[src/rtl/memory_arbiter.sv]
// Two-port arbiter sharing one single-port program/data memory between
// instruction fetch (port 0) and load/store (port 1), with a timeout watchdog.
module memory_arbiter #(
    parameter bit          FIXED_PRIORITY = 1'b0,
    parameter int unsigned TIMEOUT        = 255
) (
    input  logic        aclk,
    input  logic        areset,

    input  logic        p0_req,
    input  logic        p0_write,
    input  logic [11:0] p0_addr,
    input  logic [7:0]  p0_wdata,
    output logic        p0_done,
    output logic        p0_err,
    output logic [7:0]  p0_rdata,

    input  logic        p1_req,
    input  logic        p1_write,
    input  logic [11:0] p1_addr,
    input  logic [7:0]  p1_wdata,
    output logic        p1_done,
    output logic        p1_err,
    output logic [7:0]  p1_rdata,

    output logic        mem_enable,
    output logic        mem_write,
    output logic        mem_strobe,
    output logic [11:0] mem_addr,
    output logic [7:0]  mem_wdata,
    input  logic [7:0]  mem_rdata,
    input  logic        mem_ready
);

    typedef enum logic [1:0] {
        S_IDLE,
        S_ISSUE,
        S_WAIT,
        S_DONE
    } state_t;

    // Counter value on the last WAIT cycle before the watchdog fires.
    localparam logic [7:0] COUNT_LAST = 8'(TIMEOUT - 1);

    logic [1:0]  req_vec;
    logic [1:0]  write_vec;
    logic [11:0] addr_vec  [2];
    logic [7:0]  wdata_vec [2];
    logic [1:0]  done_vec;
    logic [1:0]  err_vec;
    logic [7:0]  rdata_vec [2];

    assign req_vec      = {p1_req, p0_req};
    assign write_vec    = {p1_write, p0_write};
    assign addr_vec[0]  = p0_addr;
    assign addr_vec[1]  = p1_addr;
    assign wdata_vec[0] = p0_wdata;
    assign wdata_vec[1] = p1_wdata;

    state_t      state_reg, state_next;
    logic        grant_reg, grant_next;
    logic        last_grant_reg, last_grant_next;
    logic        write_reg, write_next;
    logic [11:0] addr_reg, addr_next;
    logic [7:0]  wdata_reg, wdata_next;
    logic [7:0]  count_reg, count_next;
    logic        err_reg, err_next;

    logic        winner;
    logic        capture_en;
    logic [7:0]  capture_data;

    // On a tie, round-robin hands the grant to the port that did not go last.
    always_comb begin
        if (req_vec == 2'b11) begin
            winner = FIXED_PRIORITY ? 1'b0 : ~last_grant_reg;
        end else begin
            winner = req_vec[1];
        end
    end

    always_ff @(posedge aclk or posedge areset) begin
        if (areset) begin
            state_reg      <= S_IDLE;
            grant_reg      <= 1'b0;
            last_grant_reg <= 1'b1;
            write_reg      <= 1'b0;
            addr_reg       <= '0;
            wdata_reg      <= '0;
            count_reg      <= '0;
            err_reg        <= 1'b0;
        end else begin
            state_reg      <= state_next;
            grant_reg      <= grant_next;
            last_grant_reg <= last_grant_next;
            write_reg      <= write_next;
            addr_reg       <= addr_next;
            wdata_reg      <= wdata_next;
            count_reg      <= count_next;
            err_reg        <= err_next;
        end
    end

    always_comb begin
        state_next      = state_reg;
        grant_next      = grant_reg;
        last_grant_next = last_grant_reg;
        write_next      = write_reg;
        addr_next       = addr_reg;
        wdata_next      = wdata_reg;
        count_next      = count_reg;
        err_next        = err_reg;
        capture_en      = 1'b0;
        capture_data    = '0;

        case (state_reg)
            S_IDLE: begin
                if (|req_vec) begin
                    grant_next = winner;
                    write_next = write_vec[winner];
                    addr_next  = addr_vec[winner];
                    wdata_next = wdata_vec[winner];
                    err_next   = 1'b0;
                    state_next = S_ISSUE;
                end
            end
            S_ISSUE: begin
                count_next = '0;
                state_next = S_WAIT;
            end
            S_WAIT: begin
                if (mem_ready) begin
                    capture_en   = 1'b1;
                    capture_data = write_reg ? 8'h00 : mem_rdata;
                    state_next   = S_DONE;
                end else if (count_reg == COUNT_LAST) begin
                    capture_en = 1'b1;
                    err_next   = 1'b1;
                    state_next = S_DONE;
                end else begin
                    count_next = count_reg + 8'd1;
                end
            end
            S_DONE: begin
                last_grant_next = grant_reg;
                state_next      = S_IDLE;
            end
            default: begin
                state_next = S_IDLE;
            end
        endcase
    end

    // Per-port result registers: read data persists until that port's next completion.
    generate
        for (genvar gi = 0; gi < 2; gi++) begin : g_port
            logic [7:0] rdata_reg;

            always_ff @(posedge aclk or posedge areset) begin
                if (areset) begin
                    rdata_reg <= '0;
                end else if (capture_en && (grant_reg == 1'(gi))) begin
                    rdata_reg <= capture_data;
                end
            end

            assign rdata_vec[gi] = rdata_reg;
            assign done_vec[gi]  = (state_reg == S_DONE) && (grant_reg == 1'(gi));
            assign err_vec[gi]   = done_vec[gi] && err_reg;
        end
    endgenerate

    assign p0_done  = done_vec[0];
    assign p0_err   = err_vec[0];
    assign p0_rdata = rdata_vec[0];
    assign p1_done  = done_vec[1];
    assign p1_err   = err_vec[1];
    assign p1_rdata = rdata_vec[1];

    assign mem_enable = (state_reg == S_ISSUE) || (state_reg == S_WAIT);
    assign mem_strobe = (state_reg == S_ISSUE);
    assign mem_write  = mem_enable && write_reg;
    assign mem_addr   = addr_reg;
    assign mem_wdata  = wdata_reg;

endmodule

[config.mk]
export PLATFORM = sky130hd
export DESIGN_NAME = memory_arbiter
export DESIGN_NICKNAME = d
export VERILOG_FILES = /design/src/rtl/memory_arbiter.sv
export SDC_FILE = /design/constraint.sdc
export NUM_CORES = 1
export LEC_CHECK = 0
export CAP_MARGIN = 20
export CELL_PAD_IN_SITES_DETAIL_PLACEMENT = 1
export CELL_PAD_IN_SITES_GLOBAL_PLACEMENT = 1
export CORE_AREA = 2 2 67 132
export DETAILED_ROUTE_END_ITERATION = 8
export DIE_AREA = 0 0 69 134
export GPL_ROUTABILITY_DRIVEN = 0
export PLACE_DENSITY_LB_ADDON = 0.05
export SLEW_MARGIN = 10
export SYNTH_ARGS = -nofsm -noshare
export SYNTH_HDL_FRONTEND = slang
export SYNTH_SLANG_ARGS = --single-unit
export TNS_END_PERCENT = 50
[constraint.sdc]
create_clock -name aclk -period 1.7 [get_ports aclk]
set_input_delay 0.34 -clock aclk [delete_from_list [all_inputs] [get_ports aclk]]
set_output_delay 0.34 -clock aclk [all_outputs]
set_load 0.03 [all_outputs]
Word-level counts from Yosys, hierarchy flattened

Cells that the tools add are included.

Word-level logic and storage cells: 68
Input port bits: 55
Output and inout bits: 43
Bits in registers: 50

Multiplexer cells: 26
Add/sub/neg operators: 1
Bitwise gates (word level): 3
Reduce and logical (&&, ||, !) cells: 16
Eq/ne operators: 10
Order comparisons: 2

Operators with widths:

| operator            | count |
|---|---|
| $mux 8              | 8 |
| $mux 12             | 3 |
| $pmux 8 s2          | 1 |
| $mux 1              | 9 |
| $add 8x1->8 const B | 1 |
| $eq 8x8->1 const B  | 1 |
| $ne 2x2->1 const B  | 4 |
| $pmux 2 s4          | 1 |
| $logic_and 1x1->1   | 7 |
| $eq 2x2->1 const B  | 3 |
| $mux 2              | 3 |
| $reduce_and 2->1    | 2 |
| $reduce_and 4->1    | 1 |
| $reduce_bool 2->1   | 2 |
| $ne 3x3->1 const B  | 1 |
| $reduce_and 3->1    | 1 |
| $eq 2x1->1 const B  | 1 |
| $ge 2x2->1 const B  | 1 |
| $logic_not 2->1     | 1 |
| $lt 1x2->1 const B  | 1 |
| $not 1->1           | 2 |
| $not 1->2           | 1 |
| $pmux 1 s2          | 1 |
| $reduce_or 2->1     | 1 |
| $logic_or 1x1->1    | 1 |

Depth between registers and ports, before layout

Word-level depth: 6
Depth in mapped cells: 7

Worst setup path before layout

Ideal clock, no wire load.

Path kind: reg2out
Start: register state_reg[0]
End: output mem_write
Cell stages (with the launch flop): 5
Data required time: 1.360 ns
Arrival: 1.565 ns
Setup slack: -0.205 ns
Path through: dfrtp_1 inv_1 ha_1 clkbuf_1 and2_1

Longest elaborated chain between the ends: 3
Elaborated cells on any way between the ends: 4
Those cells by class: eq/ne (2); reduce/logical (2)

Ends and longest elaborated chain:

| what                                     | line | source |
|---|---|---|
| from (decl)                              | 60   | `state_t state_reg, state_next;` |
| from (signal assigned)                   | 93   | `state_reg <= state_next;` |
| $eq 2x1->1 or $eq 2x2->1 (tied branches) | 180  | `assign mem_enable = (state_reg == S_ISSUE) \|\| (state_reg == S_WAIT);` |
| $logic_or 1x1->1 *                       | 180  |  |
| net mem_enable                           | 26   | `output logic mem_enable,` |
| $logic_and 1x1->1 *                      | 182  | `assign mem_write = mem_enable && write_reg;` |
| to (decl)                                | 27   | `output logic mem_write,` |

Mark *: on every way through the listed nets, which the timed path passes. The rest lies on a longest branch.

Worst setup path after layout

Start: register state_reg[0]
End: output mem_write

Longest elaborated chain between the ends: 3
Elaborated cells on any way between the ends: 4
Those cells by class: eq/ne (2); reduce/logical (2)

Ends and longest elaborated chain:

| what                                     | line |
|---|---|
| $eq 2x1->1 or $eq 2x2->1 (tied branches) | 180 |
| $logic_or 1x1->1 *                       | 180 |
| $logic_and 1x1->1 *                      | 182 |

Every way passes the cells marked *; elsewhere a longest branch is shown, timed or not.

==> run summary <==
Multiplexer share of the synthesized area - 10.9%
Setup CP Type - reg -> out
Total gr overflow - 0
Via-per-instance ratio - 4.84
# clock sinks - 50
Failing checks - setup timing
Die W - 69 microns
Main combinational cell family by area after synthesis - compound AO/OA/AOI/OAI gates
Vias in the first global route - 2393
CTS tree - built
Largest net degree at the start of global routing - 36
VDD IR max - 0.721 mV
Initial Utilization - 28.3%
First-pass GRT wire length - 12200 microns
Htree depth - 2
Initial DRC Count - 76
Synth cell types - 34
Vias - 2182
Maximum clock frequency - 584 MHz
Critical Path RT - 1.36 ns
Routed len/inst - 16.0 microns
Antenna-violating nets left - 0
CP Data Arrival Time - 1.37 ns
Worst hold slack - 0.371 ns
PwrDens - 1750 nW/um^2
Minimum clock period - 1.71 ns
Dpl hpwl - 5540 microns
Worst Clk Skew - 0.00531 ns
Status - finished with violations
Share of layout cells above drive strength 1 - 21.2%
Total CTS buffers - 5
Cell count after placement - 433
Initial antenna violation count - 0
Crit share post-route - 101%
Die H - 134 microns
# hold bufs at CTS - 0
Crit path launch type - flip-flop
Ys flop type - dfrtp_1
# setup viols final - 1
Worst setup margin - -0.0109 ns
Post-synthesis net count - 278
Total Routed Length - 7200 microns
CP Max Fanout - 3
Post-Synth Adder-Cell Area - 3.23%
Total GRT Usage - 16.6%
IO Count - 98
Pre-antenna DRT Iters - 4
Nature of the critical path endpoint - primary output
Nets - 413
Commonest non-fill, non-tap cell in the layout - clkdlybuf4s50_1
Commonest cells after routing, fill and taps aside - clkdlybuf4s50_1, dfrtp_1, buf_4
Port Buf Inserts - 97
EDFF count, synth - 0
Worst-Skew Late Latency - 0.29 ns
Flops & latches, synth - 50
Final count of hold timing violations - 0
Setup TNS Final - -0.0109 ns
Number of max-cap violations - 0
DR DRC count - 0
Max-slew violation count - 0
Pleak - 2.06 nW
Mapped Area - 2330 sq um
# diodes - 0
RSZ-0062 raised after global routing - true
Compound-Gate Fraction of Synth Area - 16.3%
Register area share after synthesis - 53.8%
Finished Layout Cells - 451
Asr flop ratio synth - 100%
Area growth syn-to-layout - 73.6%
Core ar. - 8230 sq um
Max reg flops - 12
Total Die Area - 9250 sq um
CTS max path bufs - 2
Synthesized area per cell - 10.7 sq um
Syn Inst Count - 217
Clk root buf - clkbuf_16
Yosys warns - 0
Max_slew headroom - 72.6%
CTS clk-pin slew, worst paths - 0.07 ns
Worst-Margin Slew - 0.410 ns
Simple-Gate Fraction of Synth Area - 12.8%
Post-Synth XOR/XNOR Area - 0%
Hold crit path type - in -> async
Num rows - 47
## cell type report
class / count / area, sq um
multi-input cells: 150 / 1080
fillers: 907 / 4190
well taps: 98 / 123
inverters: 7 / 26.3
clock inverters: 2 / 37.5
repair buffers: 138 / 1390
clock buffers: 6 / 129
flip-flops and latches: 50 / 1250
## cells in the mapped netlist (all sizes together) (4+ instances only)
master | instances | share of area (%)
nand2 | 30 | 4.8
a21oi | 7 | 1.5
inv | 7 | 1.1
ha | 6 | 3.2
o21ai | 26 | 5.6
buf | 4 | 0.86
clkbuf | 6 | 0.97
a22o | 17 | 6.4
mux2i | 23 | 9.9
nor3 | 4 | 0.86
nor2 | 6 | 0.97
dfrtp | 49 | 53
## kinds of logic (layout without fill, tap and decap cells)
family                   Yosys count  count (layout)
AND/OR/NAND/NOR                   61              61
adder cells (fa/ha/maj)            6               6
flip-flops                        50              50
buffers and inverters             17             153
AO/OA/AOI/OAI                     58              58
multiplexers                      25              25
## critical path, cell delays in order (launching register included)
cell and delay [ns]:
dfrtp_1 0.43, inv_2 0.08, ha_4 0.30, and2_4 0.14, buf_6 0.12
## path summary, 6_finish.rpt
kind                                          start                  endpoint  slack [ns]  cells after the start
min in group aclk          mem_wdata[4]$_DFFE_PP0P_  mem_wdata[4]$_DFFE_PP0P_        0.48                      2
min reg2reg                mem_wdata[4]$_DFFE_PP0P_  mem_wdata[4]$_DFFE_PP0P_        0.48                      2
max reg2reg                count_reg[0]$_DFFE_PP0P_   p0_rdata[4]$_DFFE_PP0P_        0.03                      6
max in group asynchronous                    areset  state_reg[1]$_DFFE_PP0P_        0.88                      3
min                                          areset  mem_wdata[0]$_DFFE_PP0P_        0.37                      2
max                        state_reg[0]$_DFFE_PP0P_                 mem_write       -0.01                      4
## repair_timing
action | CTS | global route
setup endpoints to repair | 16 | 40
resized for setup | 20 | 20
hold endpoints to repair | 0 | 0
pin swaps | 4 | 0
buffers inserted | 6 | 4
## through the flow
step	cell area, sq um	setup slack [ns]	utilization, %	total power, W
6_report	4040	-0.0109	49.1	0.00706
5_1_grt	4040	-0.0566	49.1	0.00751
4_1_cts	3960	-0.00515	48.1	0.00716
3_5_place_dp	3690	-0.142	44.9	0.00573
3_3_place_gp	3690	-0.117	44.9	0.00566
2_1_floorplan	2340	-0.0701	-	0.00398
## where the power goes
part / internal [W] / total, W / switching [W]
Combinational: 0.00181 / 0.00390 / 0.00209
Clock: 0.000696 / 0.00116 / 0.000460
Sequential: 0.00168 / 0.00201 / 0.000330
Total: 0.00418 / 0.00706 / 0.00288
## routing by layer
metal | global-route usage, % | up-vias | wire length, microns
met5 | 0 | - | 0
met4 | 5.45 | 0 | 116
met3 | 3.68 | 9 | 329
met2 | 32.0 | 64 | 4230
met1 | 17.3 | 1064 | 2530
li1 | - | 1045 | -
Power figures use the tool's default switching activity.
